==> src/rtl/pipeline_stall_sequencer_if.sv <==
// Control bundle between the hazard/memory/mul-div sources and the pipeline
// stall sequencer; master drives requests, slave returns enables and strobes.
interface pipeline_stall_sequencer_if #(
  parameter int CNT_W = 16
);
  logic             ld_use_stall;
  logic             br_flush;
  logic             dmem_wait;
  logic             md_start;
  logic             md_done;

  logic             pc_en;
  logic             if_id_en;
  logic             id_ex_en;
  logic             ex_mem_en;
  logic             mem_wb_en;
  logic             if_id_flush;
  logic             id_ex_flush;
  logic             ex_mem_flush;
  logic             md_go;
  logic             md_busy;
  logic             md_err;
  logic [CNT_W-1:0] stall_cnt;
  logic [CNT_W-1:0] flush_cnt;

  modport master (
    output ld_use_stall, br_flush, dmem_wait, md_start, md_done,
    input  pc_en, if_id_en, id_ex_en, ex_mem_en, mem_wb_en,
    input  if_id_flush, id_ex_flush, ex_mem_flush,
    input  md_go, md_busy, md_err, stall_cnt, flush_cnt
  );

  modport slave (
    input  ld_use_stall, br_flush, dmem_wait, md_start, md_done,
    output pc_en, if_id_en, id_ex_en, ex_mem_en, mem_wb_en,
    output if_id_flush, id_ex_flush, ex_mem_flush,
    output md_go, md_busy, md_err, stall_cnt, flush_cnt
  );
endinterface

==> src/rtl/pipeline_stall_sequencer.sv <==
// Central 5-stage pipeline control: merges hazard, memory-wait and mul/div
// requests into stage enables and bubble strobes, with perf counters.
module pipeline_stall_sequencer #(
  parameter int MD_TIMEOUT = 64,
  parameter int CNT_W      = 16
) (
  input  logic                       clk,
  input  logic                       rst,
  pipeline_stall_sequencer_if.slave  ctl
);

  typedef enum logic {RUN, MD_WAIT} state_e;

  localparam int               TMR_W    = (MD_TIMEOUT > 1) ? $clog2(MD_TIMEOUT) : 1;
  localparam logic [TMR_W-1:0] TMR_LAST = TMR_W'(MD_TIMEOUT - 1);
  localparam logic [CNT_W-1:0] CNT_MAX  = '1;

  state_e             state_q, state_d;
  logic [TMR_W-1:0]   md_tmr_q, md_tmr_d;
  logic               md_err_q, md_err_d;
  logic [CNT_W-1:0]   stall_cnt_q, flush_cnt_q;

  logic pc_en, if_id_en, id_ex_en, ex_mem_en, mem_wb_en;
  logic if_id_flush, id_ex_flush, ex_mem_flush, md_go;
  logic flush_ev;

  // NOTE: every signal assigned here gets a default first, so no path can
  // leave one unassigned and infer a latch.
  always_comb begin
    state_d      = state_q;
    md_tmr_d     = md_tmr_q;
    md_err_d     = md_err_q;
    pc_en        = 1'b1;
    if_id_en     = 1'b1;
    id_ex_en     = 1'b1;
    ex_mem_en    = 1'b1;
    mem_wb_en    = 1'b1;
    if_id_flush  = 1'b0;
    id_ex_flush  = 1'b0;
    ex_mem_flush = 1'b0;
    md_go        = 1'b0;
    flush_ev     = 1'b0;

    if (rst || ctl.dmem_wait) begin
      // Whole pipe frozen; EX is held so any hazard request re-presents itself.
      pc_en     = 1'b0;
      if_id_en  = 1'b0;
      id_ex_en  = 1'b0;
      ex_mem_en = 1'b0;
      mem_wb_en = 1'b0;
    end else if (state_q == MD_WAIT) begin
      md_tmr_d = md_tmr_q + TMR_W'(1);
      if (ctl.md_done || md_tmr_q == TMR_LAST) begin
        state_d = RUN;
        if (!ctl.md_done) md_err_d = 1'b1;
      end else begin
        pc_en        = 1'b0;
        if_id_en     = 1'b0;
        id_ex_en     = 1'b0;
        ex_mem_flush = 1'b1;
      end
    end else if (ctl.md_start) begin
      md_go        = 1'b1;
      md_tmr_d     = '0;
      state_d      = MD_WAIT;
      pc_en        = 1'b0;
      if_id_en     = 1'b0;
      id_ex_en     = 1'b0;
      ex_mem_flush = 1'b1;
    end else if (ctl.br_flush) begin
      // Taken branch wins over load-use: the stalled instruction is wrong-path.
      if_id_flush = 1'b1;
      id_ex_flush = 1'b1;
      flush_ev    = 1'b1;
    end else if (ctl.ld_use_stall) begin
      pc_en       = 1'b0;
      if_id_en    = 1'b0;
      id_ex_flush = 1'b1;
    end
  end

  // NOTE: sequential state uses non-blocking assignments only, so every
  // register samples the pre-edge value of every other register.
  always_ff @(posedge clk) begin
    if (rst) begin
      state_q     <= RUN;
      md_tmr_q    <= '0;
      md_err_q    <= 1'b0;
      stall_cnt_q <= '0;
      flush_cnt_q <= '0;
    end else begin
      state_q  <= state_d;
      md_tmr_q <= md_tmr_d;
      md_err_q <= md_err_d;
      if (!pc_en && stall_cnt_q != CNT_MAX) stall_cnt_q <= stall_cnt_q + CNT_W'(1);
      if (flush_ev && flush_cnt_q != CNT_MAX) flush_cnt_q <= flush_cnt_q + CNT_W'(1);
    end
  end

  assign ctl.pc_en        = pc_en;
  assign ctl.if_id_en     = if_id_en;
  assign ctl.id_ex_en     = id_ex_en;
  assign ctl.ex_mem_en    = ex_mem_en;
  assign ctl.mem_wb_en    = mem_wb_en;
  assign ctl.if_id_flush  = if_id_flush;
  assign ctl.id_ex_flush  = id_ex_flush;
  assign ctl.ex_mem_flush = ex_mem_flush;
  assign ctl.md_go        = md_go;
  assign ctl.md_busy      = (state_q == MD_WAIT);
  assign ctl.md_err       = md_err_q;
  assign ctl.stall_cnt    = stall_cnt_q;
  assign ctl.flush_cnt    = flush_cnt_q;

endmodule

==> src/flat_wrapper.sv <==
// flat-port wrapper written by rule: the top's interface ports become plain ports
module pipeline_stall_sequencer_flat 
#(
  parameter int MD_TIMEOUT = 64,
  parameter int CNT_W      = 16
)
  (clk, rst, ctl_ld_use_stall, ctl_br_flush, ctl_dmem_wait, ctl_md_start, ctl_md_done, ctl_pc_en, ctl_if_id_en, ctl_id_ex_en, ctl_ex_mem_en, ctl_mem_wb_en, ctl_if_id_flush, ctl_id_ex_flush, ctl_ex_mem_flush, ctl_md_go, ctl_md_busy, ctl_md_err, ctl_stall_cnt, ctl_flush_cnt);
  pipeline_stall_sequencer_if #(.CNT_W(CNT_W)) ctl_i ();
  input  logic clk;
  input  logic rst;
  input wire logic [$bits(ctl_i.ld_use_stall)-1:0] ctl_ld_use_stall;
  input wire logic [$bits(ctl_i.br_flush)-1:0] ctl_br_flush;
  input wire logic [$bits(ctl_i.dmem_wait)-1:0] ctl_dmem_wait;
  input wire logic [$bits(ctl_i.md_start)-1:0] ctl_md_start;
  input wire logic [$bits(ctl_i.md_done)-1:0] ctl_md_done;
  output wire logic [$bits(ctl_i.pc_en)-1:0] ctl_pc_en;
  output wire logic [$bits(ctl_i.if_id_en)-1:0] ctl_if_id_en;
  output wire logic [$bits(ctl_i.id_ex_en)-1:0] ctl_id_ex_en;
  output wire logic [$bits(ctl_i.ex_mem_en)-1:0] ctl_ex_mem_en;
  output wire logic [$bits(ctl_i.mem_wb_en)-1:0] ctl_mem_wb_en;
  output wire logic [$bits(ctl_i.if_id_flush)-1:0] ctl_if_id_flush;
  output wire logic [$bits(ctl_i.id_ex_flush)-1:0] ctl_id_ex_flush;
  output wire logic [$bits(ctl_i.ex_mem_flush)-1:0] ctl_ex_mem_flush;
  output wire logic [$bits(ctl_i.md_go)-1:0] ctl_md_go;
  output wire logic [$bits(ctl_i.md_busy)-1:0] ctl_md_busy;
  output wire logic [$bits(ctl_i.md_err)-1:0] ctl_md_err;
  output wire logic [$bits(ctl_i.stall_cnt)-1:0] ctl_stall_cnt;
  output wire logic [$bits(ctl_i.flush_cnt)-1:0] ctl_flush_cnt;
  assign ctl_i.ld_use_stall = ctl_ld_use_stall;
  assign ctl_i.br_flush = ctl_br_flush;
  assign ctl_i.dmem_wait = ctl_dmem_wait;
  assign ctl_i.md_start = ctl_md_start;
  assign ctl_i.md_done = ctl_md_done;
  assign ctl_pc_en = ctl_i.pc_en;
  assign ctl_if_id_en = ctl_i.if_id_en;
  assign ctl_id_ex_en = ctl_i.id_ex_en;
  assign ctl_ex_mem_en = ctl_i.ex_mem_en;
  assign ctl_mem_wb_en = ctl_i.mem_wb_en;
  assign ctl_if_id_flush = ctl_i.if_id_flush;
  assign ctl_id_ex_flush = ctl_i.id_ex_flush;
  assign ctl_ex_mem_flush = ctl_i.ex_mem_flush;
  assign ctl_md_go = ctl_i.md_go;
  assign ctl_md_busy = ctl_i.md_busy;
  assign ctl_md_err = ctl_i.md_err;
  assign ctl_stall_cnt = ctl_i.stall_cnt;
  assign ctl_flush_cnt = ctl_i.flush_cnt;
  pipeline_stall_sequencer #(.MD_TIMEOUT(MD_TIMEOUT), .CNT_W(CNT_W)) u_core (.clk(clk), .rst(rst), .ctl(ctl_i));
endmodule
==> config.mk <==
export PLATFORM = sky130hd
export DESIGN_NAME = pipeline_stall_sequencer_flat
export DESIGN_NICKNAME = d
export VERILOG_FILES = /design/src/rtl/pipeline_stall_sequencer_if.sv /design/src/rtl/pipeline_stall_sequencer.sv /design/src/flat_wrapper.sv
export SDC_FILE = /design/constraint.sdc
export NUM_CORES = 1
export LEC_CHECK = 0
export CORE_MARGIN = 2
export CORE_UTILIZATION = 45
export CTS_BUF_LIST = sky130_fd_sc_hd__clkbuf_8 sky130_fd_sc_hd__clkbuf_16
export DETAILED_ROUTE_END_ITERATION = 8
export PLACE_DENSITY = 0.75
export SLEW_MARGIN = 20
export SYNTH_ARGS = -nofsm -noshare
export SYNTH_HDL_FRONTEND = slang
export SYNTH_SLANG_ARGS = --single-unit
==> constraint.sdc <==
create_clock -name clk -period 1.8 [get_ports clk]
set_input_delay 0.27 -clock clk [delete_from_list [all_inputs] [get_ports clk]]
set_output_delay 0.27 -clock clk [all_outputs]
set_load 0.05 [all_outputs]
# After elaboration in Yosys (flattened, before gate mapping)
# Cells that the tools add are included.
# W data, S select, Z words.
[totals]
regBits = 40
input_bits = 7
out_inout_bits = 43
wordCells = 48
[classes]
add_sub_neg = 3
n_eq_ne = 3
n_mux = 27
n_bitwise = 2
reduce_logical = 8
[op_table]
columns = ["cell", "count"]
rows = [
  ["$add A16 B1 Y16 const B", 2],
  ["$ne A16 B16 Y1 const B", 2],
  ["$mux W1", 25],
  ["$mux W6", 2],
  ["$add A6 B1 Y6 const B", 1],
  ["$eq A6 B6 Y1 const B", 1],
  ["$reduce_and A4 Y1", 1],
  ["$logic_and A1 B1 Y1", 2],
  ["$logic_or A1 B1 Y1", 2],
  ["$not A1 Y1", 2],
  ["$reduce_and A2 Y1", 1],
  ["$reduce_bool A2 Y1", 1],
  ["$logic_not A1 Y1", 1],
]

# Depth between registers and ports, before layout
# Gate-level depths: netlist of run 1.
[depth]
ltp_word = 7
depth_mapped = 8
depth_no_buf = 6

# Worst setup path before layout of run 1
# OpenSTA, ideal clock, no wires.
[synth_path]
path_type = "flip-flop to flip-flop"
from = "reg u_core.flush_cnt_q[0], in the netlist u_core.ctl.flush_cnt[0]"
to = "reg u_core.flush_cnt_q[3], in the netlist u_core.ctl.flush_cnt[3]"
setup_ps = 77
arrival_ps = 2135
required_ps = 1723
setup_slack_ps = -413
stages_incl_launch_ff = 7
n_path_buf = 0
period_less_slack_ps = 2213
path_cell_list = "dfxtp_1 -> ha_1 -> nand3_1 -> nor3_2 -> a21oi_2 -> nand4_1 -> mux2i_1"
[synth_via]
elab_chain_len = 2
elab_cells_between_ends = 3
classes_between = "1 x add/sub; 1 x eq/ne; 1 x reduce/logical"
[synth_rtl]
columns = ["item", "line_no", "source"]
rows = [
  ["from (decl)", "pipeline_stall_sequencer.sv:21", "logic [CNT_W-1:0] stall_cnt_q, flush_cnt_q;"],
  ["from (signal assigned)", "pipeline_stall_sequencer.sv:96", "if (flush_ev && flush_cnt_q != CNT_MAX) flush_cnt_q <= flush_cnt_q + CNT_W'(1);"],
  ["parallel branches: the longest is 2 deep, another holds $add A16 B1 Y16", "n/a", ""],
]
# Parallel ways; which one is timed is not known.
# A chain may end at the register's enable or synchronous reset.

# Worst setup path in the final report of run 1
[layout_path]
from = "reg u_core.md_tmr_q[3]"
to = "reg u_core.stall_cnt_q[7], in the netlist u_core.ctl.stall_cnt[7]"
[layout_via]
elab_chain_len = 7
[layout_rtl]
columns = ["item", "line_no", "source"]
rows = [
  ["from (decl)", "pipeline_stall_sequencer.sv:19", "logic [TMR_W-1:0] md_tmr_q, md_tmr_d;"],
  ["from (signal assigned)", "pipeline_stall_sequencer.sv:93", "md_tmr_q <= md_tmr_d;"],
  ["$eq A6 B6 Y1", "pipeline_stall_sequencer.sv:53", "if (ctl.md_done || md_tmr_q == TMR_LAST) begin"],
  ["$logic_or A1 B1 Y1", "pipeline_stall_sequencer.sv:53", ""],
  ["$mux W1", "pipeline_stall_sequencer.sv:53", ""],
  ["$mux W1", "pipeline_stall_sequencer.sv:51", "end else if (state_q == MD_WAIT) begin"],
  ["$mux W1", "pipeline_stall_sequencer.sv:44", "if (rst || ctl.dmem_wait) begin"],
  ["$logic_not A1 Y1", "pipeline_stall_sequencer.sv:95", "if (!pc_en && stall_cnt_q != CNT_MAX) stall_cnt_q <= stall_cnt_q + CNT_W'(1);"],
  ["$logic_and A1 B1 Y1", "pipeline_stall_sequencer.sv:95", ""],
  ["to (signal assigned)", "pipeline_stall_sequencer.sv:95", ""],
  ["to (decl)", "pipeline_stall_sequencer.sv:21", ""],
]
# No other way between the ends.

==> flow_metrics.py, run 1 <==
metrics = {
    "grt": {
        "grt-ovfl-total": 0,
        "antenna_found_initial": 0,
        "grt_pass1_wl_um": 8921,
        "grt_usage_pct": 21.06,
        "grt_max_degree": 36,
        "grt_pass1_vias": 1961,
    },
    "die": {
        "die_h_um": 72.98,
        "io-pin-count": 50,
        "rows": 25,
        "die_x_um": 72.98,
        "die_area_um2": 5325,
        "core_area_um2": 4661,
        "start_util_pct": 45.93,
    },
    "final_layout": {
        "fillers": 352,
        "layout.nets": 334,
        "mostFrequentLayoutCell": "buf_4",
        "final_util_pct": 71.70,
        "num_antenna_cells": 0,
        "syn_to_final_growth_pct": 56.11,
        "final_cell_mix": "buf_4 (55), dfxtp_2 (24), nor2_1 (22), nand3_1 (17)",
        "drive_above_1_share_pct": 48.00,
    },
    "clock_network": {
        "cts_inserted_buffers": 5,
        "htree_levels": 2,
        "root_buffer": "clkbuf_8",
        "clk_path_buf_depth": 2,
        "cts-hold-fix-buffers": 0,
        "cts_tree": "done",
        "path_clk_slew_ns": 0.09,
        "clock_latency_ns": 0.30,
        "cts.sinks": 40,
    },
    "critical_path": {
        "max_stage_delay_ns": 0.33,
        "reg2reg_depth": 7,
        "arrival_ns": 2.03,
        "cp.required_ns": 1.99,
        "path_cells": "and3_4 -> a31oi_4 -> a211oi_4 -> buf_12 -> buf_8 -> nor4b_4 -> mux2_4",
        "worst_setup_path_start_kind": "flip-flop",
        "endpoint_kind": "flip-flop",
        "critPathKind": "flip-flop to flip-flop",
        "cp_max_fo": 5,
        "cpMaxStageDelayCell": "mux2_4",
    },
    "sta": {
        "drv_slew": 0,
        "setup_ws_ns": -0.04361,
        "fin_skew_ns": 0.01141,
        "relSlewSlack_pct": 66.40,
        "setup_viol": 10,
        "timing.fmax_ghz": 0.5424,
        "rsz0062_at_grt": "true",
        "worst_slew_pin_slew_ns": 0.5032,
        "fin_crit_ns": 1.844,
        "period_share_pct": 102.4,
        "timing.hold.ws_ns": 0.4527,
        "hold_viol_final": 0,
    },
    "placed_design": {
        "numPortBuffers": 49,
        "gp_congestion": 0.8324,
        "dp_hpwl_um": 3585,
    },
    "synth": {
        "ys_ff_latch": 40,
        "syn-num-nets": 253,
        "ys_async_sr_fraction_pct": 0,
        "synthFlopType": "dfxtp_1",
        "seq_area_frac_synth_pct": 37.41,
        "synth.distinct_cells": 45,
        "syn_area_um2": 2141,
        "avgSynthCellArea_um2": 8.810,
        "yosysWarnings": 0,
        "synth_enable_flop_cells": 0,
        "syn_inst": 243,
    },
    "pwr": {
        "ir_drop_uv": 437.2,
        "cellLeakagePower_nw": 1.288,
        "power_density_nw_per_um2": 553.2,
    },
    "routing": {
        "drc": 0,
        "wl_per_cell_um": 15.10,
        "vias": 2148,
        "final_antenna_net_count": 0,
        "drt_iter0_drc": 115,
        "via_per_inst": 5.668,
        "drt-pass1-iter-count": 4,
        "drt_wl_total_um": 5723,
    },
    "worst_hold_path": {
        "hold_depth": 1,
        "hold_class": "flip-flop to flip-flop",
    },
    "run_status": {
        "status": "finished with violations",
        "violations": "negative setup slack",
    },
    "flow_run": {
        "maxCapViolations": 0,
    },
}
-- report_power, final --
part | internal, mW | switching [mW]
Sequential | 0.895 | 0.0172
Clock | 0.306 | 0.322
Combinational | 0.140 | 0.168
-- worst paths after layout --
kind,from,endpoint,slack (ns)
setup / recovery,u_core.md_tmr_q[3],u_core.ctl.stall_cnt[7],-0.04
hold / removal,u_core.ctl.flush_cnt[11],u_core.ctl.flush_cnt[11],0.45
setup reg to reg,u_core.md_tmr_q[3],u_core.ctl.stall_cnt[7],-0.04
hold reg to reg,u_core.ctl.flush_cnt[11],u_core.ctl.flush_cnt[11],0.45
-- kinds of logic (layout without fill, tap and decap cells) --
group	count (synthesis)	in the layout	synth area share, %
flip-flops	40	40	37.41
AO/OA/AOI/OAI	49	49	15.08
multiplexers	7	7	3.390
adder cells (fa/ha/maj)	3	3	1.754
AND/OR/NAND/NOR	113	113	32.38
buffers and inverters	19	101	5.085
XOR/XNOR	12	12	4.910
-- cell usage after synthesis (2+ instances only) --
library cell / n / area [um^2]
nand4_1: 8 / 50.05
and3_1: 6 / 37.54
o21ai_0: 7 / 35.03
a211oi_1: 3 / 22.52
buf_2: 3 / 15.01
nand3_1: 17 / 85.08
a21oi_1: 21 / 105.1
a211oi_2: 2 / 25.02
nor3b_1: 2 / 15.01
and4_1: 3 / 26.28
ha_1: 3 / 37.54
nand2b_1: 7 / 43.79
or4_1: 12 / 90.09
buf_4: 3 / 22.52
dfxtp_1: 40 / 800.8
buf_6: 3 / 33.78
nor2_1: 24 / 90.09
nor4b_1: 2 / 17.52
xnor2_1: 9 / 78.83
or3_1: 3 / 18.77
nor3_1: 3 / 15.01
xor2_1: 3 / 26.28
nand2_1: 8 / 30.03
clkbuf_1: 5 / 18.77
or3b_2: 2 / 17.52
mux2_2: 2 / 22.52
inv_1: 5 / 18.77
or2_2: 2 / 12.51
o31ai_1: 11 / 82.58
mux2i_1: 5 / 50.05
nor3_2: 3 / 30.03
nor2b_1: 3 / 18.77
-- stage by stage --
stage	area, um^2	power, mW	TNS [ns]	worst slack (ns)	instances
CTS	3142	1.844	-0.2064	-0.05630	376
finish	3342	1.849	-0.1908	-0.04361	379
floorplan	2212	1.082	-0.08698	-0.07916	243
global route	3342	1.906	-1.004	-0.1008	379
global placement	2958	1.197	-6.364	-0.2760	364
detailed placement	2958	1.199	-6.688	-0.2773	364
-- critical path: cells and delay by family (launching register included) --
family	cells	cell delay, ns
buf+inv	2	0.28
flops	1	0.32
mux	1	0.33
simple gates	2	0.48
compound gates	2	0.33
-- final cells by class --
type	count	area [um^2]	area share, %
repair buffers	88	887.1	26.54
clock inverters	2	10.01	0.2995
clock buffers	6	82.58	2.471
multi-input cells	184	1434	42.91
inverters	5	18.77	0.5616
well taps	54	67.56	2.022
flip-flops and latches	40	842.1	25.20
-- timing repair --
item | 4_1_cts | 5_1_grt
cloned | 1 | 1
buffers inserted | 3 | 2
gates resized for setup | 13 | 40
setup endpoints to repair | 9 | 22
pin swaps | 18 | 13
-- flip-flops by register name (all words and copies together), names as in the netlist --
| signal | count |
|---|---|
| u_core.md_tmr_q | 6 |
| u_core.ctl.md_busy | 1 |
| u_core.ctl.flush_cnt | 16 |
| u_core.ctl.stall_cnt | 16 |
| u_core.ctl.md_err | 1 |
-- routing by layer --
layer / wire [um] / track usage, %
met2: 2736 / 32.53
met4: 94 / 10.49
met3: 289 / 4.006
met1: 2601 / 28.08
met5: 0 / 0
No activity file was read; power rests on OpenSTA's default activity.
==> inputs of run 2 (changes only) <==
--- a/config.mk
+++ b/config.mk
@@ -5,6 +5,7 @@
 export SDC_FILE = /design/constraint.sdc
 export NUM_CORES = 1
 export LEC_CHECK = 0
+export CAP_MARGIN = 20
 export CORE_MARGIN = 2
 export CORE_UTILIZATION = 45
 export CTS_BUF_LIST = sky130_fd_sc_hd__clkbuf_8 sky130_fd_sc_hd__clkbuf_16
==> results of run 2 <==
The final DEF is identical to that of run 1; final timing and power are the same.
==> inputs of run 3 (changes only) <==
--- a/config.mk
+++ b/config.mk
@@ -11,7 +11,9 @@
 export CTS_BUF_LIST = sky130_fd_sc_hd__clkbuf_8 sky130_fd_sc_hd__clkbuf_16
 export DETAILED_ROUTE_END_ITERATION = 8
 export PLACE_DENSITY = 0.75
+export RECOVER_POWER = 50
 export SLEW_MARGIN = 20
 export SYNTH_ARGS = -nofsm -noshare
 export SYNTH_HDL_FRONTEND = slang
 export SYNTH_SLANG_ARGS = --single-unit
+export TNS_END_PERCENT = 10
==> run 3 against run 2 <==
Against the previous run: the flow still finishes with violations (negative setup slack); routed wire length decreased by 7.7%; combinational power decreased by 6%; register-to-register slack got worse by 0.07 ns; final cell count increased by 1.6%; die area unchanged; final area decreased by 5.3%; critical path depth increased by 1; via count decreased by 1.2%; sequential share of layout area increased by 1.2 points; sequential power decreased by 0.4%; count of clock-buffer cells in the layout decreased by 1; clock power decreased by 12%; critical endpoint is now u_core.ctl.stall_cnt[4]; largest cell class unchanged.
==> flow_metrics.py, run 3 (synthesis gave the netlist of run 1 again) <==
metrics = {
    "critical_path": {
        "critPathKind": "flip-flop to flip-flop",
        "reg2reg_depth": 8,
        "cp_max_fo": 6,
        "arrival_ns": 2.13,
        "endpoint_kind": "flip-flop",
        "worst_setup_path_start_kind": "flip-flop",
        "cp.required_ns": 2.02,
    },
    "clock_network": {
        "clock_latency_ns": 0.29,
        "cts_tree": "done",
        "htree_levels": 2,
        "cts-hold-fix-buffers": 0,
        "path_clk_slew_ns": 0.07,
        "root_buffer": "clkbuf_8",
        "cts.sinks": 40,
        "cts_inserted_buffers": 5,
        "clk_path_buf_depth": 2,
    },
    "placed_design": {
        "gp_congestion": 0.8236,
        "dp_hpwl_um": 3736,
        "numPortBuffers": 49,
        "placedCellCount": 372,
    },
    "routing": {
        "drt_wl_total_um": 5282,
        "final_antenna_net_count": 0,
        "drc": 0,
        "via_per_inst": 5.514,
        "drt-pass1-iter-count": 6,
        "wl_per_cell_um": 13.72,
        "vias": 2123,
        "drt_iter0_drc": 72,
    },
    "sta": {
        "fin_skew_ns": 0.004639,
        "period_share_pct": 106.4,
        "fin_crit_ns": 1.915,
        "tns_ns": -0.6885,
        "timing.hold.ws_ns": 0.4596,
        "setup_viol": 13,
        "worst_slew_pin_slew_ns": 0.6083,
        "drv_slew": 0,
        "relSlewSlack_pct": 59.62,
        "hold_viol_final": 0,
        "setup_ws_ns": -0.1152,
        "rsz0062_at_grt": "true",
        "timing.fmax_ghz": 0.5221,
    },
    "grt": {
        "grt_max_degree": 37,
        "grt-ovfl-total": 0,
        "antenna_found_initial": 0,
        "grt_pass1_vias": 1926,
        "grt_pass1_wl_um": 8638,
        "grt_usage_pct": 20.42,
    },
    "final_layout": {
        "layout.nets": 340,
        "drive_above_1_share_pct": 36.25,
        "fillers": 379,
        "mostFrequentLayoutCell": "buf_4",
        "regArea_um2": 835.8,
        "final_cell_mix": "buf_4 (37), nor2_1 (24), clkbuf_1 (20), dfxtp_2 (19), dfxtp_1 (18)",
        "syn_to_final_growth_pct": 47.87,
        "num_antenna_cells": 0,
        "multi_input_area_um2": 1331,
        "stdcell_count": 385,
    },
    "run_status": {
        "status": "finished with violations",
        "violations": "negative setup slack",
    },
    "worst_hold_path": {
        "hold_depth": 1,
        "hold_class": "flip-flop to flip-flop",
    },
    "pwr": {
        "clkPwrFrac_pct": 31.6,
        "power_mw": 1.753,
        "p_int_mw": 1.284,
        "swShare_pct": 26.76,
        "pwr-share-seq_pct": 51.8,
        "ir_drop_uv": 460.6,
        "combPwrFrac_pct": 16.5,
        "switching_power_uw": 469.2,
        "power_density_nw_per_um2": 553.8,
        "cellLeakagePower_nw": 1.219,
    },
    "die": {
        "die_h_um": 72.98,
        "io-pin-count": 50,
        "start_util_pct": 45.93,
        "core_area_um2": 4661,
        "rows": 25,
        "die_area_um2": 5325,
        "die_x_um": 72.98,
    },
    "flow_run": {
        "maxCapViolations": 0,
    },
}
-- run 3: changes by cell type in the layout (fill, tap and decap cells not counted), sizes merged --
cell           before  now
inv                 5    7
clkdlybuf4s50      13   14
dlymetal6s2s        2    3
clkbuf              7   26
clkinv              2    1
buf                70   53
dlygate4sd2         2    3
-- run 3: cell type report --
class,count,area share (%)
multi-input cells,184,42.06
flip-flops and latches,40,26.40
repair buffers,94,26.28
clock buffers,5,2.174
well taps,54,2.134
inverters,5,0.5929
clock inverters,3,0.3557
-- run 3: path summary, 6_finish.rpt --
check	start	endpoint	slack, ns
worst max-delay path	u_core.md_tmr_q[1]	u_core.ctl.stall_cnt[4]	-0.12
worst min-delay path	u_core.ctl.flush_cnt[11]	u_core.ctl.flush_cnt[11]	0.46
worst max register to register	u_core.md_tmr_q[1]	u_core.ctl.stall_cnt[4]	-0.12
worst min register to register	u_core.ctl.flush_cnt[11]	u_core.ctl.flush_cnt[11]	0.46
-- run 3: power groups by stage --
stage          sequential, mW  clock, mW  combinational (mW)
4_1_cts                 0.909      0.559               0.290
3_3_place_gp            0.929          0               0.272
2_1_floorplan           0.961          0               0.116
3_5_place_dp            0.929          0               0.276
6_report                0.909      0.555               0.290
5_1_grt                 0.910      0.612               0.308
-- run 3: through the flow --
stage,utilization [%],instance area [um^2],setup WS (ns)
2_1_floorplan,-,2178,-0.1434
4_1_cts,67.73,3157,-0.1193
5_1_grt,67.92,3166,-0.1848
3_3_place_gp,64.35,2999,-0.3235
3_5_place_dp,64.35,2999,-0.3669
6_report,67.92,3166,-0.1152
-- run 3: routing by layer --
metal	part of all wire, %	wire length [um]	global-route usage [%]	vias up
met2	48	2514	32.22	66
met4	0.59	31	5.350	0
met5	0	0	0	-
li1	-	-	-	1073
met1	45	2389	27.52	982
met3	6.6	346	5.801	2
-- run 3: what timing repair did --
action | CTS | global route
cloned | 0 | 0
endpoints found under the setup margin | 27 | 25
buffers inserted | 4 | 1
gates resized for setup | 16 | 22
pin swaps | 19 | 5
-- run 3: worst max-delay path, cell delays in order, from the launching register on --
cell and delay (ns):
dfxtp_2 0.34, ha_4 0.16, a31oi_4 0.20, a211oi_2 0.09
buf_4 0.16, buf_6 0.13, buf_4 0.13, or4_1 0.52
a21oi_2 0.12
